## src/rtl/ratio_fe_pkg.sv

```systemverilog
// Purpose: shared FSM state type and constants for the ratio divider front end.
// Latency: n/a (types and constants only).
// Backpressure: n/a.
package ratio_fe_pkg;

   typedef enum logic [1:0] {
      IDLE  = 2'd0,
      ISSUE = 2'd1,
      WAIT  = 2'd2
   } fe_state_t;

   // Saturated results returned when the zero-denominator guard answers locally.
   localparam logic [15:0] SAT_POS = 16'h7FFF;
   localparam logic [15:0] SAT_NEG = 16'h8001;

   // Divider shift codes that bypass the actual division.
   localparam logic [3:0] MODE_PASS_NUM = 4'h0;
   localparam logic [3:0] MODE_PASS_DEN = 4'hF;

endpackage

```

## src/rtl/ratio_fe_accum.sv

```systemverilog
// Purpose: block-average two ADC channels (signed ch0, unsigned ch1) over 2^AVG_LOG2 samples.
// Latency: batch_done is combinational on the wrapping sample; avg0/avg1 valid the cycle after.
// Backpressure: none; every valid sample is absorbed, averages are overwritten on each batch.
module ratio_fe_accum #(
   parameter int AVG_LOG2 = 4
) (
   input  logic        clk,
   input  logic        rst,
   input  logic        sample_valid,
   input  logic [15:0] ch0,
   input  logic [15:0] ch1,
   output logic        batch_done,
   output logic [15:0] avg0,
   output logic [15:0] avg1
);

   localparam int AW = 16 + AVG_LOG2;
   // Keep the counter at least one bit wide so AVG_LOG2 = 0 (no averaging) still elaborates.
   localparam int CW = (AVG_LOG2 > 0) ? AVG_LOG2 : 1;
   localparam logic [CW-1:0] CNT_LAST = CW'((1 << AVG_LOG2) - 1);

   logic signed [AW-1:0] acc0;
   logic signed [AW-1:0] sum0;
   logic        [AW-1:0] acc1;
   logic        [AW-1:0] sum1;
   logic        [CW-1:0] cnt;

   // Running sums including the current sample, so the wrapping sample lands in its own batch.
   always_comb begin
      sum0 = acc0 + AW'($signed(ch0));
      sum1 = acc1 + AW'(ch1);
   end

   assign batch_done = sample_valid && (cnt == CNT_LAST);

   // Accumulate each sample; on the wrapping sample publish floor averages and restart from zero.
   always_ff @(posedge clk or posedge rst) begin
      if (rst) begin
         acc0 <= '0;
         acc1 <= '0;
         cnt  <= '0;
         avg0 <= '0;
         avg1 <= '0;
      end else if (sample_valid) begin
         if (batch_done) begin
            acc0 <= '0;
            acc1 <= '0;
            cnt  <= '0;
            avg0 <= 16'(sum0 >>> AVG_LOG2);
            avg1 <= 16'(sum1 >> AVG_LOG2);
         end else begin
            acc0 <= sum0;
            acc1 <= sum1;
            cnt  <= cnt + 1'b1;
         end
      end
   end

endmodule

```

## src/rtl/ratio_frontend.sv

```systemverilog
// Purpose: sequence one divider operation per averaged batch and republish the quotient as a 1-cycle strobe.
// Latency: div_once 1 cycle after the final sample edge; res_valid 1 cycle after div_done.
// Backpressure: none; batches completing while an operation is in flight are dropped and flag sticky overrun.
// Option RATIO_FE_ZERO_GUARD_EN: a zero average denominator (divide modes only) is answered with a
// saturated result two cycles after the final sample, without starting the divider.
module ratio_frontend
   import ratio_fe_pkg::*;
#(
   parameter int AVG_LOG2 = 4
) (
   input  logic        clk,
   input  logic        rst,
   input  logic        sample_valid,
   input  logic [15:0] ch0,
   input  logic [15:0] ch1,
   input  logic [3:0]  mode,
   output logic        div_once,
   output logic [15:0] div_in0,
   output logic [15:0] div_in1,
   output logic [3:0]  div_shift,
   input  logic        div_done,
   input  logic [15:0] div_out,
   output logic        res_valid,
   output logic [15:0] res,
   output logic        busy,
   output logic        overrun
);

   fe_state_t   state;
   fe_state_t   state_nxt;
   logic        batch_done;
   logic [15:0] avg0;
   logic [15:0] avg1;
   logic        take;
   logic        issue_go;
   logic        guard_go;
   logic        capture;
   logic        guard_hit;
   logic        guard_pend;
   logic [15:0] guard_res;

   ratio_fe_accum #(
      .AVG_LOG2     (AVG_LOG2)
   ) u_accum (
      .clk          (clk),
      .rst          (rst),
      .sample_valid (sample_valid),
      .ch0          (ch0),
      .ch1          (ch1),
      .batch_done   (batch_done),
      .avg0         (avg0),
      .avg1         (avg1)
   );

`ifdef RATIO_FE_ZERO_GUARD_EN
   assign guard_hit = (avg1 == 16'd0) && (mode != MODE_PASS_NUM) && (mode != MODE_PASS_DEN);
`else
   assign guard_hit = 1'b0;
`endif

   assign busy = (state != IDLE);

   // Accept a batch only if the FSM is idle when it completes; anything else is an overrun.
   always_ff @(posedge clk or posedge rst) begin
      if (rst) begin
         take    <= 1'b0;
         overrun <= 1'b0;
      end else begin
         take <= batch_done && (state == IDLE) && !take;
         if (batch_done && ((state != IDLE) || take)) begin
            overrun <= 1'b1;
         end
      end
   end

   // FSM state register.
   always_ff @(posedge clk or posedge rst) begin
      if (rst) begin
         state <= IDLE;
      end else begin
         state <= state_nxt;
      end
   end

   // Next state: accepted batch -> one-cycle issue -> wait for the divider's done pulse.
   always_comb begin
      state_nxt = state;
      case (state)
         IDLE:    if (issue_go) state_nxt = ISSUE;
         ISSUE:   state_nxt = WAIT;
         WAIT:    if (div_done) state_nxt = IDLE;
         default: state_nxt = IDLE;
      endcase
   end

   // FSM decodes: start divider, answer locally via guard, or capture a result (done ignored outside WAIT).
   always_comb begin
      issue_go = 1'b0;
      guard_go = 1'b0;
      capture  = 1'b0;
      case (state)
         IDLE: begin
            issue_go = take && !guard_hit;
            guard_go = take && guard_hit;
         end
         WAIT:    capture = div_done;
         default: ;
      endcase
   end

   // Registered divider operands, start pulse, and published result.
   always_ff @(posedge clk or posedge rst) begin
      if (rst) begin
         div_once   <= 1'b0;
         div_in0    <= '0;
         div_in1    <= '0;
         div_shift  <= '0;
         res_valid  <= 1'b0;
         res        <= '0;
         guard_pend <= 1'b0;
         guard_res  <= '0;
      end else begin
         div_once <= issue_go;
         if (issue_go) begin
            div_in0   <= avg0;
            div_in1   <= avg1;
            div_shift <= mode;
         end
         guard_pend <= guard_go;
         if (guard_go) begin
            guard_res <= avg0[15] ? SAT_NEG : SAT_POS;
         end
         res_valid <= capture || guard_pend;
         if (capture) begin
            res <= div_out;
         end else if (guard_pend) begin
            res <= guard_res;
         end
      end
   end

endmodule

```

## config.mk

```make
export PLATFORM = sky130hd
export DESIGN_NAME = ratio_frontend
export DESIGN_NICKNAME = d
export VERILOG_FILES = /design/src/rtl/ratio_fe_pkg.sv /design/src/rtl/ratio_fe_accum.sv /design/src/rtl/ratio_frontend.sv
export SDC_FILE = /design/constraint.sdc
export NUM_CORES = 1
export LEC_CHECK = 0
export ABC_AREA = 0
export CORE_MARGIN = 2
export CORE_UTILIZATION = 49
export CTS_CLUSTER_DIAMETER = 30
export DETAILED_ROUTE_END_ITERATION = 10
export PLACE_DENSITY = 0.77
export SYNTH_ARGS = -nofsm -noshare
export SYNTH_HDL_FRONTEND = slang
export SYNTH_SLANG_ARGS = --single-unit
```

## constraint.sdc

```tcl
create_clock -name clk -period 4.6 [get_ports clk]
set_input_delay 0.92 -clock clk [delete_from_list [all_inputs] [get_ports clk]]
set_output_delay 0.92 -clock clk [all_outputs]
set_load 0.1 [all_outputs]
```

======== After elaboration in Yosys (flattened, before gate mapping) ========
Cells that the tools add are included.
word-level totals
  register bits ........................... 134
  latch bits .............................. 0
  bits in writable memories ............... 0
  ROM bits ................................ 0
  bits of input ports ..................... 56
  logic and storage cells ................. 41
  memories kept ........................... 0
cells by class
  add/sub/neg operators ................... 3
  multipliers ............................. 0
  div/mod/pow operators ................... 0
  $lt $le $gt $ge ......................... 0
  eq/ne operators ......................... 5
  shifts and indexed selects .............. 0
  muxes and demuxes ....................... 9
  bitwise operators ....................... 0
  reduce and logical (&&, ||, !) cells .... 10
operators by type and width
  operator               number
  $add A20 B16 Y20       2
  $mux W20               2
  $mux W16               1
  $pmux W2 S3            1
  $add A4 B1 Y4 const B  1
  $eq A4 B4 Y1 const B   1
  $logic_and A1 B1 Y1    4
  $mux W2                2
  $mux W4                1
  $ne A2 B2 Y1 const B   2
  $reduce_and A2 Y1      2
  $eq A2 B1 Y1 const B   1
  $eq A2 B2 Y1 const B   1
  $logic_not A2 Y1       1
  $mux W1                2
  $reduce_bool A2 Y1     1
  $logic_not A1 Y1       1
  $logic_or A1 B1 Y1     1

======== Longest topological paths before layout ========
  depth after elaboration ................. 4
  mapped depth ............................ 10
  mapped depth without buffers ............ 10

======== Hierarchy ========
Synthesis repeated with hierarchy kept, for this count alone.
second synthesis, totals
  cells, all modules ...................... 607
  area, all modules ....................... 6901.6 um^2
by module, submodules not included
  module          instances  cells each  area each (um^2)  seq. area each (um^2)
  ratio_fe_accum  1          481         4580.6            1901.8
  ratio_frontend  1          126         2321.0            1451.4

======== Worst setup path before layout ========
OpenSTA, ideal clock, no wires.
  path kind ............................... input to register
  from .................................... in ch0[0]
  to ...................................... reg u_accum.acc0[18]
  setup time .............................. 0.141 ns
  arrival time ............................ 2.663 ns
  path slack .............................. 1.796 ns
  stages .................................. 10
  cells stage by stage .................... ha_1 inv_1 fa_1 nand2b_1 a21oi_1 o211ai_2 o311ai_2 o22ai_1 xor2_1 o22ai_1
on the way
  cells in the longest elaborated chain, start to end .. 2
ends and longest elaborated chain
  what                  line                  RTL
  from (decl)           ratio_frontend.sv:14  input logic [15:0] ch0,
  $add A20 B16 Y20      ratio_fe_accum.sv:30  sum0 = acc0 + AW'($signed(ch0));
  $mux W20              ratio_fe_accum.sv:45  if (batch_done) begin
  to (signal assigned)  ratio_fe_accum.sv:52  acc0 <= sum0;
  to (decl)             ratio_fe_accum.sv:22  logic signed [AW-1:0] acc0;
Every way passes these cells.
A chain may end at the register's enable or synchronous reset.

======== Worst setup path after layout ========
Same ends and word-level chain as after synthesis.

==> results.py <==
metrics = {
    "cells_and_area": {
        "nNetsFinal": 889,
        "area_delta_synth_final_pct": 26.7,
        "num_antenna_cells": 0,
        "final_area_mm2": 0.00873,
        "layout_commonest_cell": "dfrtp_1",
        "final_cell_mix": "134 x dfrtp_1, 111 x clkdlybuf4s50_1, 109 x nand2_1",
        "layout-drive-gt1-share_pct": 11.8,
        "fillers": 1052,
    },
    "run_status": {
        "status": "finished clean",
    },
    "timing": {
        "worstMarginPinSlew_ns": 1.13,
        "rsz0062_at_grt": "no",
        "slew_violations": 0,
        "report.final.setup_viol": 0,
        "relSlewSlack_pct": 24.6,
        "fmax_ghz": 0.312,
        "final_hold_viol_count": 0,
        "finalSetupTns_ns": 0,
        "period_needed_ns": 3.21,
        "period_share_pct": 69.8,
        "clock_skew_ns": 0.00966,
    },
    "detailed_routing": {
        "dr.pass1.iters": 5,
        "num_vias": 5443,
        "dr.first_iter.drc_count": 242,
        "routed_via_density": 5.51,
        "ant_nets": 0,
        "drc_errors": 0,
        "avgRoutedWirePerCell_um": 15.4,
        "wirelength_um": 15200,
    },
    "yosys": {
        "ys_types": 64,
        "yosys_warnings": 0,
        "synth_area_leaders": "dfrtp_1 49%, mux2_2 6.7%, ha_1 6.5%",
        "synth_area_per_cell_um2": 10.1,
        "async_flop_share_pct": 100,
        "netlist_instances": 685,
        "yosys_register_bits": 134,
        "syn_area_mm2": 0.00689,
        "synth_top_cell_by_area": "dfrtp_1",
        "seq_area_frac_synth_pct": 48.7,
        "synth_edf_count": 0,
        "mappedNetlistNets": 779,
        "synth_top_area_share_pct": 48.7,
        "synth-main-ff-cell": "dfrtp_1",
    },
    "cts": {
        "tritoncts": "done",
        "clkSinkCount": 134,
        "ctsHtreeMaxLevel": 4,
        "cts_buffers": 17,
        "clock_latency_ns": 0.42,
        "cts_hold_buf": 0,
        "cts_setup_buffers": 0,
        "post_cts_resized": 0,
        "cts-root-buf": "clkbuf_16",
        "path_clk_slew_ns": 0.06,
        "clockBufferDepth": 2,
    },
    "floorplanning": {
        "core-area_mm2": 0.0138,
        "rows": 43,
        "start_util_pct": 49.8,
        "die_h_um": 123,
        "pin_count": 112,
        "die_w_um": 123,
        "die-area_mm2": 0.0150,
    },
    "grt": {
        "grt_max_degree": 70,
        "antenna_found_initial": 0,
        "grt_pass1_wl_um": 24900,
        "grt_pass1_vias": 5449,
        "overflow": 0,
        "track_usage_pct": 21.2,
    },
    "power_and_ir_drop": {
        "total_leakage_power_uw": 0.00410,
        "max-vdd-ir-drop_v": 0.000481,
        "p_per_area_mw_per_mm2": 825,
    },
    "setup_path": {
        "arrival_ns": 3.48,
        "max_stage_delay_ns": 0.46,
        "path_cells": "clkdlybuf4s50_1 -> ha_1 -> inv_1 -> fa_1 -> nand2b_1 -> a21oi_1 -> o211ai_2 -> o311ai_2 -> o22ai_1 -> xor2_1 -> o22ai_1",
        "required_ns": 4.87,
        "crit_top_cell": "o22ai_1",
        "timing.critical_path.from_type": "primary input",
        "endpoint_kind": "flip-flop",
        "path_class": "in -> reg",
        "crit_slowest_cell": "clkdlybuf4s50_1",
        "cp_max_fo": 4,
    },
    "placement": {
        "portBuffers": 111,
        "finalWeightedCongestion": 0.866,
        "placed_area_mm2": 0.00817,
        "hpwl_um": 10600,
    },
    "run": {
        "drv_cap": 0,
    },
    "worst_hold_path": {
        "hold_class": "reg -> reg",
    },
}
## Yosys cell counts (all sizes together), types with 6 or more instances
library cell / number
a21o: 17
a21oi: 25
a31oi: 8
buf: 7
clkbuf: 20
dfrtp: 134
ha: 36
inv: 47
mux2: 41
nand2: 109
nand2b: 8
nand3: 17
nand4: 7
nor2: 22
nor3: 6
o21ai: 59
o22ai: 32
xnor2: 15
xor2: 16
## final timing paths
kind                                  from          endpoint  slack [ns]  depth (start not counted)
setup reg to reg           u_accum.acc0[0]  u_accum.acc0[18]        2.01                         10
setup / recovery                    ch0[0]  u_accum.acc0[18]        1.39                         11
hold reg to reg                     res[0]            res[0]        0.48                          2
max in group asynchronous              rst    u_accum.cnt[3]        2.76                          3
hold / removal                      res[0]            res[0]        0.48                          2
min in group asynchronous              rst       div_in0[10]        1.02                          2
## per-layer routing
metal | global-route usage, % | vias up | routed length (um)
met5 | 0 | - | 0
met4 | 9.63 | 0 | 301
met3 | 5.39 | 26 | 721
met2 | 37.1 | 149 | 7720
met1 | 24.3 | 2645 | 6440
li1 | - | 2623 | -
## sequential cells by signal, indices dropped and copies added (netlist names), 2 cells and up
name and cells:
u_accum.acc0 20, u_accum.acc1 20, div_in0 16, div_in1 16, res 16, u_accum.avg0 16, u_accum.avg1 16, div_shift 4
u_accum.cnt 4, state 2
## power breakdown
part | total (uW) | switching (uW) | internal (uW)
clock network | 1270 | 557 | 710
logic | 3950 | 2660 | 1280
registers | 1990 | 302 | 1680
total | 7200 | 3520 | 3680
## through the flow
step	total power [uW]	setup slack (ns)	hold WS, ns	utilization (%)	std cells
final	7200	1.39	0.475	63.1	988
after global routing	7650	1.27	0.498	63.1	988
after CTS	7240	1.45	0.479	63.1	988
after detailed placement	5930	1.01	0.460	59.1	956
after global placement	5820	1.10	0.449	59.1	956
after floorplan	5060	0.0972	0.437	-	685
## critical path: cells and delay by family
family | cells | cell delay (ns)
compound gates | 5 | 1.14
xor+xnor | 1 | 0.20
fa+ha+maj | 2 | 0.52
buf+inv | 2 | 0.51
simple gates | 1 | 0.19
## cells by family (layout without fill, tap and decap cells)
family	count (synthesis)	count (layout)	share of synthesized area (%)
AND/OR/NAND/NOR	191	191	12.6
AO/OA/AOI/OAI	171	171	15.7
flip-flops	134	134	48.7
buffers and inverters	75	198	4.45
multiplexers	44	44	7.14
adder cells (fa/ha/maj)	38	38	7.12
XOR/XNOR	32	32	4.29
## final cells by class
cell class | count | area [um^2] | share of cell area [%]
Inverter | 48 | 183 | 2.09
Multi-Input combinational cell | 476 | 3230 | 37.1
Clock inverter | 15 | 133 | 1.52
Timing Repair Buffer | 118 | 1180 | 13.5
Sequential cell | 134 | 3350 | 38.4
Clock buffer | 17 | 425 | 4.87
Tap cell | 180 | 225 | 2.58
Power figures use the tool's default switching activity.
